`config.mk`:
```
export PLATFORM = sky130hd
export DESIGN_NAME = video_timing_gen
export DESIGN_NICKNAME = d
export VERILOG_FILES = /design/src/rtl/video_timing_pkg.sv /design/src/rtl/rise_edge_detect.sv /design/src/rtl/video_timing_gen.sv
export SDC_FILE = /design/constraint.sdc
export NUM_CORES = 1
export LEC_CHECK = 0
export ABC_AREA = 0
export CAP_MARGIN = 40
export CORE_UTILIZATION = 50
export DETAILED_ROUTE_END_ITERATION = 10
export PLACE_DENSITY = 0.75
export SLEW_MARGIN = 5
export SYNTH_ARGS = -nofsm -noshare
export SYNTH_HDL_FRONTEND = slang
export SYNTH_SLANG_ARGS = --single-unit
```
`constraint.sdc`:
```
create_clock -name i_clk -period 5.6 [get_ports i_clk]
set_input_delay 1.12 -clock i_clk [delete_from_list [all_inputs] [get_ports i_clk]]
set_output_delay 1.12 -clock i_clk [all_outputs]
set_load 0.02 [all_outputs]
```
`src/rtl/video_timing_pkg.sv`:
```
// ============================================================================
// Module   : video_timing_pkg
// Purpose  : Standard raster timing sets and a line/frame total helper.
// Revision : 1.0  initial release
// ============================================================================
`default_nettype none

package video_timing_pkg;

  // 640x480 @ 60 Hz, 25.175 MHz pixel clock
  localparam int unsigned VGA_H_ACTIVE  = 640;
  localparam int unsigned VGA_H_FP      = 16;
  localparam int unsigned VGA_H_SYNC    = 96;
  localparam int unsigned VGA_H_BP      = 48;
  localparam int unsigned VGA_V_ACTIVE  = 480;
  localparam int unsigned VGA_V_FP      = 10;
  localparam int unsigned VGA_V_SYNC    = 2;
  localparam int unsigned VGA_V_BP      = 33;
  localparam bit          VGA_HSYNC_POL = 1'b0;
  localparam bit          VGA_VSYNC_POL = 1'b0;

  // 1280x720 @ 60 Hz, 74.25 MHz pixel clock
  localparam int unsigned HD720_H_ACTIVE  = 1280;
  localparam int unsigned HD720_H_FP      = 110;
  localparam int unsigned HD720_H_SYNC    = 40;
  localparam int unsigned HD720_H_BP      = 220;
  localparam int unsigned HD720_V_ACTIVE  = 720;
  localparam int unsigned HD720_V_FP      = 5;
  localparam int unsigned HD720_V_SYNC    = 5;
  localparam int unsigned HD720_V_BP      = 20;
  localparam bit          HD720_HSYNC_POL = 1'b1;
  localparam bit          HD720_VSYNC_POL = 1'b1;

  function automatic int unsigned calc_total(
    input int unsigned active,
    input int unsigned fp,
    input int unsigned sync,
    input int unsigned bp
  );
    return active + fp + sync + bp;
  endfunction

endpackage

`default_nettype wire

```
`src/rtl/rise_edge_detect.sv`:
```
// ============================================================================
// Module   : rise_edge_detect
// Purpose  : Single-cycle pulse on each low-to-high transition of a level.
// Revision : 1.0  initial release
// ============================================================================
`default_nettype none

module rise_edge_detect #(
  parameter bit RST_VAL = 1'b1
) (
  input  logic i_clk,
  input  logic i_rst,
  input  logic i_sig,
  output logic o_rise
);

  logic sig_q;

  // Resetting to 1 suppresses a spurious edge when the level is already high at release.
  always_ff @(posedge i_clk) begin
    if (i_rst) begin
      sig_q <= RST_VAL;
    end else begin
      sig_q <= i_sig;
    end
  end

  assign o_rise = i_sig & ~sig_q;

endmodule

`default_nettype wire

```
`src/rtl/video_timing_gen.sv`:
```
// ============================================================================
// Module   : video_timing_gen
// Purpose  : Raster timing generator (syncs, DE, coordinates) for HDMI output.
// Revision : 1.0  initial release
// ============================================================================
`default_nettype none

module video_timing_gen
  import video_timing_pkg::*;
#(
  parameter int unsigned H_ACTIVE  = VGA_H_ACTIVE,
  parameter int unsigned H_FP      = VGA_H_FP,
  parameter int unsigned H_SYNC    = VGA_H_SYNC,
  parameter int unsigned H_BP      = VGA_H_BP,
  parameter int unsigned V_ACTIVE  = VGA_V_ACTIVE,
  parameter int unsigned V_FP      = VGA_V_FP,
  parameter int unsigned V_SYNC    = VGA_V_SYNC,
  parameter int unsigned V_BP      = VGA_V_BP,
  parameter bit          HSYNC_POL = VGA_HSYNC_POL,
  parameter bit          VSYNC_POL = VGA_VSYNC_POL,
  parameter int unsigned CNT_W     = 12
) (
  input  logic             i_clk,
  input  logic             i_rst,
  input  logic             i_pix_clk,
  output logic             o_tick,
  output logic [CNT_W-1:0] o_h_cnt,
  output logic [CNT_W-1:0] o_v_cnt,
  output logic             o_de,
  output logic             o_hsync,
  output logic             o_vsync,
  output logic             o_line_start,
  output logic             o_frame_start
);

  localparam int unsigned H_TOTAL = calc_total(H_ACTIVE, H_FP, H_SYNC, H_BP);
  localparam int unsigned V_TOTAL = calc_total(V_ACTIVE, V_FP, V_SYNC, V_BP);

  localparam logic [CNT_W-1:0] H_LAST = CNT_W'(H_TOTAL - 1);
  localparam logic [CNT_W-1:0] V_LAST = CNT_W'(V_TOTAL - 1);

  // Region bounds carry one extra bit: a window may end exactly at 2^CNT_W.
  localparam logic [CNT_W:0] H_DE_END = (CNT_W+1)'(H_ACTIVE);
  localparam logic [CNT_W:0] H_SY_BEG = (CNT_W+1)'(H_ACTIVE + H_FP);
  localparam logic [CNT_W:0] H_SY_END = (CNT_W+1)'(H_ACTIVE + H_FP + H_SYNC);
  localparam logic [CNT_W:0] V_DE_END = (CNT_W+1)'(V_ACTIVE);
  localparam logic [CNT_W:0] V_SY_BEG = (CNT_W+1)'(V_ACTIVE + V_FP);
  localparam logic [CNT_W:0] V_SY_END = (CNT_W+1)'(V_ACTIVE + V_FP + V_SYNC);

  logic             tick;
  logic [CNT_W-1:0] h_cnt_d;
  logic [CNT_W-1:0] v_cnt_d;
  logic             h_wrap;
  logic [CNT_W:0]   h_ext;
  logic [CNT_W:0]   v_ext;

  rise_edge_detect #(
    .RST_VAL (1'b1)
  ) u_pix_edge (
    .i_clk  (i_clk),
    .i_rst  (i_rst),
    .i_sig  (i_pix_clk),
    .o_rise (tick)
  );

  always_comb begin
    h_wrap  = (o_h_cnt == H_LAST);
    h_cnt_d = o_h_cnt;
    v_cnt_d = o_v_cnt;
    if (tick) begin
      h_cnt_d = h_wrap ? '0 : o_h_cnt + 1'b1;
      if (h_wrap) begin
        v_cnt_d = (o_v_cnt == V_LAST) ? '0 : o_v_cnt + 1'b1;
      end
    end
    h_ext = {1'b0, h_cnt_d};
    v_ext = {1'b0, v_cnt_d};
  end

  // Everything decodes from the next position, so all outputs move together.
  always_ff @(posedge i_clk) begin
    if (i_rst) begin
      o_h_cnt       <= H_LAST;
      o_v_cnt       <= V_LAST;
      o_tick        <= 1'b0;
      o_de          <= 1'b0;
      o_hsync       <= ~HSYNC_POL;
      o_vsync       <= ~VSYNC_POL;
      o_line_start  <= 1'b0;
      o_frame_start <= 1'b0;
    end else begin
      o_h_cnt       <= h_cnt_d;
      o_v_cnt       <= v_cnt_d;
      o_tick        <= tick;
      o_de          <= (h_ext < H_DE_END) && (v_ext < V_DE_END);
      o_hsync       <= ((h_ext >= H_SY_BEG) && (h_ext < H_SY_END)) ? HSYNC_POL : ~HSYNC_POL;
      o_vsync       <= ((v_ext >= V_SY_BEG) && (v_ext < V_SY_END)) ? VSYNC_POL : ~VSYNC_POL;
      o_line_start  <= tick && (h_cnt_d == '0);
      o_frame_start <= tick && (h_cnt_d == '0) && (v_cnt_d == '0);
    end
  end

endmodule

`default_nettype wire
```
# Word level (Yosys, flattened, before mapping)
# Cells that the tools add are included.
dict set report classes {
  n_addsub 2
  order_cmp 6
  n_eq_ne 2
  n_mux 7
  n_bitwise 2
  reduce_logical 7
}
# operator count
set op_table {}
lappend op_table {{$mux 12} 5}
lappend op_table {{$add 12x1->12 const B} 2}
lappend op_table {{$eq 12x10->1 const B} 2}
lappend op_table {{$logic_not 12->1} 2}
lappend op_table {{$lt 12x10->1 const B} 2}
lappend op_table {{$lt 12x9->1 const B} 2}
lappend op_table {{$ge 12x10->1 const B} 1}
lappend op_table {{$ge 12x9->1 const B} 1}
lappend op_table {{$logic_and 1x1->1} 5}
lappend op_table {{$mux 1} 2}
lappend op_table {{$and 1x1->1} 1}
lappend op_table {{$not 1->1} 1}
dict set report word_totals {
  ff_bits 31
  inputBits 3
  out_inout_bits 30
}

# Depth between registers and ports, before layout
dict set report depth {
  word_depth 7
  ltp_mapped 8
}

# Cells and area by module
# Synthesis repeated with hierarchy kept, for this count alone.
dict set report hier_totals {
  cells_unflattened 233
  area_unflattened_um2 1894.3
}
# mod instances cells_per_inst area_each_um2
set modules_own_cells {}
lappend modules_own_cells {video_timing_gen 1 230 1861.8}
lappend modules_own_cells {rise_edge_detect 1 3 32.5}

# Worst setup path before layout
# OpenSTA, ideal clock, no wires.
dict set report synth_timing {
  path_kind {input to register}
  startpoint {input i_pix_clk}
  endpoint {register o_de}
  arrival_time_ns 2.913
  path_slack_ns 2.587
  stages 7
  n_path_buf 1
  cell_sequence {nand3b_1 or4_4 buf_6 nor4_2 xnor2_1 nand2_2 a2111oi_4}
}
dict set report synth_via {
  elab_chain_len 4
}
# item line
set synth_lines {}
lappend synth_lines {{start, declared} video_timing_gen.sv:25} ;# input logic i_pix_clk,
lappend synth_lines {{$and 1x1->1 (*)} rise_edge_detect.sv:28} ;# assign o_rise = i_sig & ~sig_q;
lappend synth_lines {{$mux 12} video_timing_gen.sv:70} ;# if (tick) begin
lappend synth_lines {{$lt 12x10->1 / $lt 12x9->1 (equally long branches)} video_timing_gen.sv:95} ;# o_de <= (h_ext < H_DE_END) && (v_ext < V_DE_END);
lappend synth_lines {{$logic_and 1x1->1 (*)} video_timing_gen.sv:95}
lappend synth_lines {{end signal, assigned} video_timing_gen.sv:95}
lappend synth_lines {{end, declared} video_timing_gen.sv:29} ;# output logic o_de,
# Every way passes the cells marked *; elsewhere a longest branch is shown, timed or not.
# A chain may end at the register's enable or synchronous reset.

# Worst setup path after layout
# Same ends and word-level chain as after synthesis.

==> reports/results.txt <==
crit path DAT: 3.62 ns
hold buffer count at CTS: 0
FF+latch area: 621 um2
Syn Area/Cell: 8.48 um2
Resize count post-CTS: 0
core area: 3660 um2
drt pass-1 iters: 4
clk_skew: 0.00561 ns
most common cell after layout, fill and taps aside: clkdlybuf4s50_1
flops & latches, synth: 31
sequential fraction of the synthesis area: 32.4%
Hold Path Stages: 2
Hold Path End: o_h_cnt[1]
Synth-to-Final Area Change: 22.2%
Tot Pwr: 0.521 mW
Nets: 258
number of global-route vias before repair: 1524
height of the chip: 63.9 um
R2R Path Start: o_h_cnt[0]
layout cells sized above 1: 11.1%
Reg2Reg Depth: 7
DR WL/cell: 14.2 um
Final min period: 3.43 ns
post-CTS setup buffer count: 0
Via-to-Cell Ratio: 5.75
Syn Nets: 232
Starting Density: 52.4%
CP max FO: 12
Post-synth top flop: dfxtp_1
CTS root buf: clkbuf_8
ant diodes: 0
Post-Syn Area: 1920 um2
Netlist cell types: 56
FP Rows: 22
reg-to-reg slack, setup: 2.86 ns
Setup violations, final: 0
die area: 4090 um2
Slew Limit Fails: 0
worst vdd ir: 0.121 mV
CTS tree: yes
PwrDens: 222 nW/um2
htree depth: 2
Min-Delay Path Class: reg -> reg
global-route wire length before repair: 7270 um
Worst setup SP type: input pin
most frequent cells in the layout: 32 x clkdlybuf4s50_1, 31 x dfxtp_1, 24 x nor2_1, 15 x nand2_1, 12 x xnor2_1
Slew headroom: 49.4%
clock latency on the worst-skew pair: 0.28 ns
RD Place Congestion: 0.875
status: completed
Clock transition at path regs: 0.07 ns
Compound-Gate Fraction of Synth Area: 16.1%
WL final: 4290 um
grt total ovfl: 0
Worst Path Required: 5.79 ns
max cap viols: 0
io pins: 33
Post-DP Area: 2240 um2
Initial DRC Count: 137
transition time of the tightest slew-check pin: 0.750 ns
Post-Synth Simple-Gate Area: 35.1%
DRT antenna net count: 0
total track usage: 22.6%
Post-Synth XOR/XNOR Area: 8.68%
Num CTS Buffers: 5
fraction of registers with async set/reset: 0%
Sink Count: 31
Residual DRC: 0
Core Util, Final: 64.0%
vias: 1730
fmax: 0.291 GHz
post-route cell area: 2340 um2
min-delay src: o_h_cnt[1]
Setup TNS: 0 ns
mux cell area share after synthesis: 0%
Die X: 63.9 um
pre-CTS WS: 1.89 ns
CP startpoint: i_pix_clk
IO Port Bufs: 32
antenna violations before repair: 0
WS Path Type: in -> reg
clk buf depth: 2
reg-to-reg endpoint: o_de
Syn. warnings: 0
Post-Synth Adder-Cell Area: 1.96%
EDFF count, synth: 0
Final Hold Fails: 0
# fillers: 317
Final WS setup: 2.17 ns
main combinational cell family by area after synthesis: simple AND/OR/NAND/NOR gates
RSZ-0062 raised after global routing: no
leak pwr: 0.786 nW
Cells after Synth: 226
Worst Setup End Kind: register
Final Cycle Share: 61.3%
detailed placement HPWL: 3040 um
Multi-input gate area: 1180 um2
largest net degree at the start of global routing: 28
per-stage QoR:
stage / hold slack [ns] / instances
floorplan: 0.617 / 226
global placement: 0.551 / 293
detailed placement: 0.557 / 293
CTS: 0.578 / 301
global route: 0.612 / 301
finish: 0.577 / 301
flip-flops by register name (all words and copies together) (netlist names):
signal and flops:
o_de 1, o_frame_start 1, o_h_cnt 12, o_hsync 1, o_line_start 1, o_tick 1
o_v_cnt 12, o_vsync 1, u_pix_edge.sig_q 1
worst max-delay path by stage:
stage | cells after the start | to
3_5_place_dp | 7 | o_de
6_report | 7 | o_de
3_3_place_gp | 7 | o_de
2_1_floorplan | 7 | o_de
4_1_cts | 7 | o_de
5_1_grt | 7 | o_frame_start
synthesized netlist by cell type (3+ instances only):
library cell / count / area [um2]
a31oi_1: 4 / 25.0
nand2b_1: 3 / 18.8
nor2b_1: 3 / 18.8
nand3_1: 7 / 35.0
xnor2_1: 12 / 105
o21ai_0: 7 / 35.0
inv_1: 10 / 37.5
and4_1: 4 / 35.0
and3_1: 4 / 25.0
nand2_1: 15 / 56.3
o31ai_1: 3 / 22.5
clkbuf_1: 11 / 41.3
nand4_1: 5 / 31.3
nor4_1: 3 / 18.8
or2_2: 4 / 25.0
a21oi_1: 6 / 30.0
nor4_2: 4 / 50.1
nor2_1: 24 / 90.1
a211oi_1: 3 / 22.5
o211ai_1: 3 / 22.5
nor3_1: 9 / 45.0
xor2_1: 7 / 61.3
or3_1: 4 / 25.0
dfxtp_1: 31 / 621
ha_1: 3 / 37.5
layout make-up:
class                      instances  share of cell area [%]
clock buffer                       7                    4.11
clock inverter                     1                   0.321
inverter                          10                    1.60
multi-input combinational        170                    50.6
sequential                        31                    26.5
tap                               48                    2.56
timing repair buffer              34                    14.3
metal layers:
layer / global-route usage [%] / up-vias / part of all wire [%]
met5: 0 / - / 0
met4: 7.95 / 0 / 1.1
met3: 4.64 / 6 / 4.8
met2: 35.6 / 54 / 46
met1: 30.4 / 804 / 48
li1: - / 866 / -
critical path, cell delays in order:
cell             delay, ns
clkdlybuf4s50_1       0.54
nand3b_1              0.28
or4_4                 0.69
nor4_2                0.41
a211o_2               0.21
nand2_2               0.07
a2111oi_4             0.31
power breakdown:
| group | switching, mW | internal, mW | total, mW |
|---|---|---|---|
| sequential | 0.0116 | 0.226 | 0.238 |
| combinational | 0.0488 | 0.0366 | 0.0853 |
| clock | 0.0857 | 0.112 | 0.197 |
| total | 0.146 | 0.375 | 0.521 |
cells by family after synthesis:
| logic type | count (synthesis) |
|---|---|
| AND/OR/NAND/NOR | 107 |
| buffers and inverters | 25 |
| flip-flops | 31 |
| XOR/XNOR | 19 |
| adder cells (fa/ha/maj) | 3 |
| AO/OA/AOI/OAI | 41 |
Power figures use the tool's default switching activity.
